`src/rtl/feed_pkg.sv`:
```
// Shared types and constants for the feed progress overlay.
// Holds the FSM encoding, the screen size and the default bar geometry.
package feed_pkg;

  typedef enum logic [1:0] {
    IDLE = 2'd0,
    RUN  = 2'd1,
    DONE = 2'd2
  } feed_state_t;

  localparam int H_ACTIVE = 640;
  localparam int V_ACTIVE = 480;

  localparam int DEF_TICKS_PER_SEC = 50000000;
  localparam int DEF_NUM_SEGS      = 10;
  localparam int DEF_SEG_W         = 50;
  localparam int DEF_SEG_H         = 80;
  localparam int DEF_SEG_PITCH     = 64;
  localparam int DEF_BAR_X0        = 14;
  localparam int DEF_BAR_Y0        = 10;
  localparam int DEF_DUR_W         = 16;
  localparam int DEF_ADDR_W        = 13;

  // Bit width for a value range 0..v-1; never narrower than one bit.
  function automatic int clog2_min1(input int v);
    return (v <= 2) ? 1 : $clog2(v);
  endfunction

endpackage

```
`src/rtl/feed_seg_locator.sv`:
```
// Combinational x/y to segment hit, index and segment-relative coordinates.
// Latency: 0 cycles; no backpressure.
module feed_seg_locator
  import feed_pkg::*;
#(
  parameter int NUM_SEGS  = DEF_NUM_SEGS,
  parameter int SEG_W     = DEF_SEG_W,
  parameter int SEG_H     = DEF_SEG_H,
  parameter int SEG_PITCH = DEF_SEG_PITCH,
  parameter int BAR_X0    = DEF_BAR_X0,
  parameter int BAR_Y0    = DEF_BAR_Y0
) (
  input  logic [9:0]                         i_x,
  input  logic [8:0]                         i_y,
  output logic                               o_hit,
  output logic [clog2_min1(NUM_SEGS)-1:0]    o_seg_idx,
  output logic [clog2_min1(SEG_W)-1:0]       o_x_rel,
  output logic [clog2_min1(SEG_H)-1:0]       o_y_rel
);

  localparam int IDX_W = clog2_min1(NUM_SEGS);
  localparam int XR_W  = clog2_min1(SEG_W);
  localparam int YR_W  = clog2_min1(SEG_H);

  logic                w_y_in;
  logic [NUM_SEGS-1:0] w_hit_vec;

  assign w_y_in = (int'(i_y) >= BAR_Y0) && (int'(i_y) < BAR_Y0 + SEG_H);

  for (genvar g = 0; g < NUM_SEGS; g++) begin : g_seg
    localparam int LEFT = BAR_X0 + g * SEG_PITCH;
    assign w_hit_vec[g] = w_y_in && (int'(i_x) >= LEFT) && (int'(i_x) < LEFT + SEG_W);
  end

  // Segments never overlap (pitch >= width), so at most one bit is set.
  always_comb begin
    o_hit     = 1'b0;
    o_seg_idx = '0;
    o_x_rel   = '0;
    o_y_rel   = '0;
    for (int i = 0; i < NUM_SEGS; i++) begin
      if (w_hit_vec[i]) begin
        o_hit     = 1'b1;
        o_seg_idx = IDX_W'(i);
        o_x_rel   = XR_W'(int'(i_x) - (BAR_X0 + i * SEG_PITCH));
        o_y_rel   = YR_W'(int'(i_y) - BAR_Y0);
      end
    end
  end

endmodule

```
`src/rtl/feed_progress_overlay.sv`:
```
// Feed timer with proportional bar fill (remainder accumulation) and VGA bar overlay.
// Pixel outputs registered, 1-cycle latency from x/y; no backpressure.
module feed_progress_overlay
  import feed_pkg::*;
#(
  parameter int TICKS_PER_SEC = DEF_TICKS_PER_SEC,
  parameter int NUM_SEGS      = DEF_NUM_SEGS,
  parameter int SEG_W         = DEF_SEG_W,
  parameter int SEG_H         = DEF_SEG_H,
  parameter int SEG_PITCH     = DEF_SEG_PITCH,
  parameter int BAR_X0        = DEF_BAR_X0,
  parameter int BAR_Y0        = DEF_BAR_Y0,
  parameter int DUR_W         = DEF_DUR_W,
  parameter int ADDR_W        = DEF_ADDR_W
) (
  input  logic                             i_clk,
  input  logic                             i_reset,
  input  logic                             i_feed,
  input  logic [DUR_W-1:0]                 i_duration,
  input  logic [9:0]                       i_x,
  input  logic [8:0]                       i_y,
  output logic                             o_busy,
  output logic                             o_done,
  output logic [$clog2(NUM_SEGS+1)-1:0]    o_filled,
  output logic                             o_bar_px,
  output logic                             o_fill_px,
  output logic [ADDR_W-1:0]                o_sprite_addr
);

  localparam int FILL_W = $clog2(NUM_SEGS + 1);
  localparam int TICK_W = clog2_min1(TICKS_PER_SEC);
  localparam int ACC_W  = DUR_W + FILL_W + 1;
  localparam int IDX_W  = clog2_min1(NUM_SEGS);
  localparam int XR_W   = clog2_min1(SEG_W);
  localparam int YR_W   = clog2_min1(SEG_H);

  feed_state_t        r_state, w_state_nxt;
  logic [TICK_W-1:0]  r_tick, w_tick_nxt;
  logic [DUR_W-1:0]   r_sec, w_sec_nxt;
  logic [DUR_W-1:0]   r_dur, w_dur_nxt;
  logic [ACC_W-1:0]   r_acc, w_acc_nxt;
  logic [FILL_W-1:0]  r_filled, w_filled_nxt;
  logic               r_done, w_done_nxt;
  logic               r_bar_px, r_fill_px;
  logic [ADDR_W-1:0]  r_sprite_addr;

  logic               w_wrap, w_sub;
  logic               w_hit;
  logic [IDX_W-1:0]   w_seg_idx;
  logic [XR_W-1:0]    w_x_rel;
  logic [YR_W-1:0]    w_y_rel;
  logic [ADDR_W-1:0]  w_addr;

  assign w_wrap = (r_tick == TICK_W'(TICKS_PER_SEC - 1));
  // acc holds seconds*NUM_SEGS - filled*dur, so acc >= dur means the bar is behind.
  assign w_sub  = (r_acc >= ACC_W'(r_dur)) && (r_filled < FILL_W'(NUM_SEGS));

  always_comb begin
    w_state_nxt  = r_state;
    w_tick_nxt   = r_tick;
    w_sec_nxt    = r_sec;
    w_dur_nxt    = r_dur;
    w_acc_nxt    = r_acc;
    w_filled_nxt = r_filled;
    w_done_nxt   = 1'b0;
    case (r_state)
      IDLE: begin
        if (i_feed) begin
          w_dur_nxt    = i_duration;
          w_tick_nxt   = '0;
          w_sec_nxt    = '0;
          w_acc_nxt    = '0;
          w_filled_nxt = '0;
          if (i_duration == '0) begin
            w_state_nxt  = DONE;
            w_filled_nxt = FILL_W'(NUM_SEGS);
            w_done_nxt   = 1'b1;
          end else begin
            w_state_nxt  = RUN;
          end
        end
      end
      RUN: begin
        if (!i_feed) begin
          w_state_nxt  = IDLE;
          w_filled_nxt = '0;
        end else if (r_sec == r_dur) begin
          w_state_nxt  = DONE;
          w_filled_nxt = FILL_W'(NUM_SEGS);
          w_done_nxt   = 1'b1;
        end else begin
          w_tick_nxt   = w_wrap ? '0 : r_tick + TICK_W'(1);
          w_sec_nxt    = r_sec + DUR_W'(w_wrap);
          w_acc_nxt    = r_acc + (w_wrap ? ACC_W'(NUM_SEGS) : '0)
                               - (w_sub ? ACC_W'(r_dur) : '0);
          w_filled_nxt = r_filled + FILL_W'(w_sub);
        end
      end
      DONE: begin
        w_filled_nxt = FILL_W'(NUM_SEGS);
        if (!i_feed) begin
          w_state_nxt  = IDLE;
          w_filled_nxt = '0;
        end
      end
      default: begin
        w_state_nxt  = IDLE;
        w_filled_nxt = '0;
      end
    endcase
  end

  feed_seg_locator #(
    .NUM_SEGS  (NUM_SEGS),
    .SEG_W     (SEG_W),
    .SEG_H     (SEG_H),
    .SEG_PITCH (SEG_PITCH),
    .BAR_X0    (BAR_X0),
    .BAR_Y0    (BAR_Y0)
  ) u_locator (
    .i_x       (i_x),
    .i_y       (i_y),
    .o_hit     (w_hit),
    .o_seg_idx (w_seg_idx),
    .o_x_rel   (w_x_rel),
    .o_y_rel   (w_y_rel)
  );

  assign w_addr = w_hit ? (ADDR_W'(w_x_rel) + ADDR_W'(w_y_rel) * ADDR_W'(SEG_W)) : '0;

  always_ff @(posedge i_clk or negedge i_reset) begin
    if (!i_reset) begin
      r_state       <= IDLE;
      r_tick        <= '0;
      r_sec         <= '0;
      r_dur         <= '0;
      r_acc         <= '0;
      r_filled      <= '0;
      r_done        <= 1'b0;
      r_bar_px      <= 1'b0;
      r_fill_px     <= 1'b0;
      r_sprite_addr <= '0;
    end else begin
      r_state       <= w_state_nxt;
      r_tick        <= w_tick_nxt;
      r_sec         <= w_sec_nxt;
      r_dur         <= w_dur_nxt;
      r_acc         <= w_acc_nxt;
      r_filled      <= w_filled_nxt;
      r_done        <= w_done_nxt;
      r_bar_px      <= w_hit;
      r_fill_px     <= w_hit && (int'(w_seg_idx) < int'(r_filled));
      r_sprite_addr <= w_addr;
    end
  end

  assign o_busy        = (r_state == RUN);
  assign o_done        = r_done;
  assign o_filled      = r_filled;
  assign o_bar_px      = r_bar_px;
  assign o_fill_px     = r_fill_px;
  assign o_sprite_addr = r_sprite_addr;

endmodule

```
`config.mk`:
```
export PLATFORM = sky130hd
export DESIGN_NAME = feed_progress_overlay
export DESIGN_NICKNAME = d
export VERILOG_FILES = /design/src/rtl/feed_pkg.sv /design/src/rtl/feed_seg_locator.sv /design/src/rtl/feed_progress_overlay.sv
export SDC_FILE = /design/constraint.sdc
export NUM_CORES = 1
export LEC_CHECK = 0
export ABC_AREA = 1
export BUFFER_PORTS_ARGS = -buffer_cell sky130_fd_sc_hd__buf_2
export CORE_MARGIN = 2
export CORE_UTILIZATION = 25
export DETAILED_ROUTE_END_ITERATION = 10
export HOLD_SLACK_MARGIN = 0.05
export PLACE_DENSITY_LB_ADDON = 0.1
export SLEW_MARGIN = 5
export SYNTH_ARGS = -nofsm -noshare
export SYNTH_HDL_FRONTEND = slang
export SYNTH_HIERARCHICAL = 1
export SYNTH_SLANG_ARGS = --single-unit
```
`constraint.sdc`:
```
create_clock -name i_clk -period 4.7 [get_ports i_clk]
set_input_delay 0.47 -clock i_clk [delete_from_list [all_inputs] [get_ports i_clk]]
set_output_delay 0.47 -clock i_clk [all_outputs]
set_load 0.02 [all_outputs]
```
==> impl_metrics.csv <==
group,metric,value,unit
yosys,ys.flop_type,"dfrtp_1",
floorplan,die_h,196.1,um
setup_path,max_stage_delay,490,ps
global_route,track_usage,15.34,%
timing,tightestPinTransition,1027,ps
global_route,grt_pass1_wl,46450,um
global_route,grt_overflow_total,0,
pwr,power.leakage,5.469,nW
setup_path,cp_max_fo,8,
floorplan,rows,70,
placed_design,portBuffers,58,
timing,maxSlewHeadroom,31.50,%
clock_network,cts.sinks,101,
clock_network,cts_max_path_buffers,2,
routing,drt_iter0_drc,472,
layout,nFillCells,4097,
clock_network,insertion_delay,380,ps
setup_path,required,5010,ps
layout,multiInputGateArea,0.005794,mm^2
yosys,synth_cells,1423,
clock_network,cts_tree,"done",
pwr,p_clk_share,15.8,%
yosys,avgSynthCellArea,6.485,um^2
floorplan,die_area,0.03846,mm^2
placed_design,routabilityCongestion,0.8201,
yosys,yosysTopAreaCellShare,27.39,%
yosys,synth_edf_count,0,
clock_network,clk_pin_slew,70,ps
yosys,synth_area_leader_cell,"dfrtp_1",
yosys,synth_cell_type_count,40,
clock_network,h-tree-depth,3,
routing,ant_nets,0,
routing,vias,8748,
setup_path,crit_path_end_kind,"flip-flop",
clock_network,cts.hold.buffers_added,0,
yosys,ys_seq_area_share,27.39,%
layout,antennaDiodeCount,0,
job,cap_violations,0,
layout,area_growth,12.45,%
routing,wirelength,28340,um
setup_path,arrival,4440,ps
pwr,pwr-share-comb,60.8,%
setup_path,cpMostUsedCell,"nand2_1",
timing,skew,14.64,ps
timing,rsz0062_at_grt,"false",
layout,nets,1619,
global_route,antenna_found_initial,0,
status,status,"completed",
routing,firstDrtPassIters,5,
setup_path,crit_type,"input pin to flip-flop",
timing,max_freq,241.8,MHz
yosys,async_reset_ff_share,100.0,%
timing,timing.final.crit_period,4135,ps
timing,setup_viol,0,
timing,timing.setup.tns,0,ps
min_path,min_path_type,"input pin to async pin",
timing,finalHoldViolCount,0,
setup_path,cp_slowest_cell,"fa_1",
pwr,internal_power,2.572,mW
floorplan,io-pin-count,59,
setup_path,start_kind,"input pin",
floorplan,die_w,196.1,um
routing,drt-wirelength-per-cell,14.51,um
floorplan,coreArea,0.03652,mm^2
layout,seq_area,0.002527,mm^2
timing,fin_crit_sh,87.98,%
routing,drcViolationCount,0,
global_route,grt_pass1_vias,8687,
pwr,seq_power_share,23.3,%
pwr,p_sw_share,50.92,%
clock_network,cts-root-buf,"clkbuf_16",
pwr,finalPower,5.239,mW
yosys,synth.net_count,1562,
clock_network,post_cts_buffers,0,
yosys,ys_ff_latch,101,
yosys,ys_top_cells_by_area,"dfrtp_1 (27%), nand2_1 (19%), ha_1 (13%), inv_1 (8.2%), nor2_1 (6.7%)",
clock_network,cts-resized-gates,0,
routing,viasPerCell,4.479,
clock_network,cts_buffers,9,
timing,report.final.slew_viol_count,0,
global_route,grt_max_degree,72,
yosys,yosysWarnings,6,
layout,drive_gt1_share,8.081,%
pwr,cellPowerDensity,504.9,mW/mm^2
pwr,peakVddDrop,0.0001762,V
placed_design,dpl.hpwl,22510,um
floorplan,start_util,25.27,%
yosys,synth_area,0.009228,mm^2
pwr,p_sw,2.668,mW
Yosys cell counts, types with 3 or more instances:
master,count
buf_2,8
o21ai_0,66
nand2_1,474
nor3_1,17
nand2_2,5
ha_1,95
nor2_1,164
nand4_1,41
or2_2,7
fa_1,6
nor2_4,3
nor2_2,8
nand3_1,100
nand3b_1,6
buf_6,4
inv_1,202
a21oi_1,37
xnor2_1,7
inv_2,4
xor2_1,32
nand3_2,4
dfrtp_1,101
clkbuf_1,8
critical path: cells and delay by family:
family | cells | cell delay [ps]
buf+inv | 7 | 520
compound gates | 2 | 270
fa+ha+maj | 5 | 1510
simple gates | 16 | 1670
cells in the final DEF, fill, tap and decap left out, types with 9 or more instances in the layout:
cell type  instances
nand2_1          474
clkbuf_16          9
buf_4             13
dfrtp_1          101
nor2_2             9
nor2_1           163
nor3_1            17
ha_1              95
o21ai_0           66
nand3_1          100
buf_2             57
inv_1            202
xor2_1            32
nand4_1           41
a21oi_1           37
power by group through the flow:
stage               logic, mW  clock network, mW  registers, mW
floorplan                2.33                  0           1.17
global placement         3.24                  0           1.24
detailed placement       3.22                  0           1.24
CTS                      3.24              0.868           1.23
global route             3.72              0.900           1.25
finish                   3.19              0.830           1.22
registers in the layout (all words and copies together) (netlist names):
signal,flops
r_sec,16
o_done,1
o_bar_px,1
o_filled,4
r_tick,26
o_sprite_addr,13
r_acc,21
o_fill_px,1
r_state,2
r_dur,16
through the flow:
step	worst slack, ps	std cells	cell area, um^2	hold slack [ps]	util (%)
detailed placement	157.8	1937	10060	475.0	27.55
finish	564.9	1953	10380	244.0	28.41
global route	61.96	1953	10380	352.6	28.41
CTS	554.2	1953	10380	311.7	28.41
global placement	221.6	1937	10060	463.6	27.55
floorplan	621.8	1423	9228	174.4	-
logic make-up after synthesis:
| group | count (synthesis) | synth area share, % |
|---|---|---|
| and+or+nand+nor | 834 | 38.12 |
| buffers and inverters | 230 | 9.844 |
| AOI/OAI and AO/OA | 118 | 6.766 |
| adders and majority gates | 101 | 14.18 |
| DFF | 101 | 27.39 |
| xor gates and xnor gates | 39 | 3.702 |
routing by layer:
metal  GRT usage, %  wire [um]
met5              0          0
met4          2.722        242
met3          2.785       1010
met2          24.62      12440
met1          21.67      14640
path summary, 6_finish.rpt:
check	start	to	slack, ps	depth (start not counted)
worst min register to register	r_acc[19]$_DFFE_PN0P_	r_acc[19]$_DFFE_PN0P_	490	2
max in group asynchronous	i_reset	o_sprite_addr[1]$_DFF_PN0_	3410	2
worst max register to register	r_dur[4]$_DFFE_PN0P_	r_acc[17]$_DFFE_PN0P_	680	20
worst max-delay path	i_y[1]	o_sprite_addr[10]$_DFF_PN0_	560	30
min in group i_clk	i_duration[3]	r_dur[3]$_DFFE_PN0P_	370	3
worst min-delay path	i_reset	r_acc[9]$_DFFE_PN0P_	240	1
area by class of cell:
type	count	share of cell area, %
inverter	206	7.452
clock buffer	13	2.605
timing repair buffer	70	3.690
tap	468	5.643
clock inverter	3	0.4100
sequential	101	24.36
multi-input combinational	1092	55.84
(Power assumes the default switching activity.)
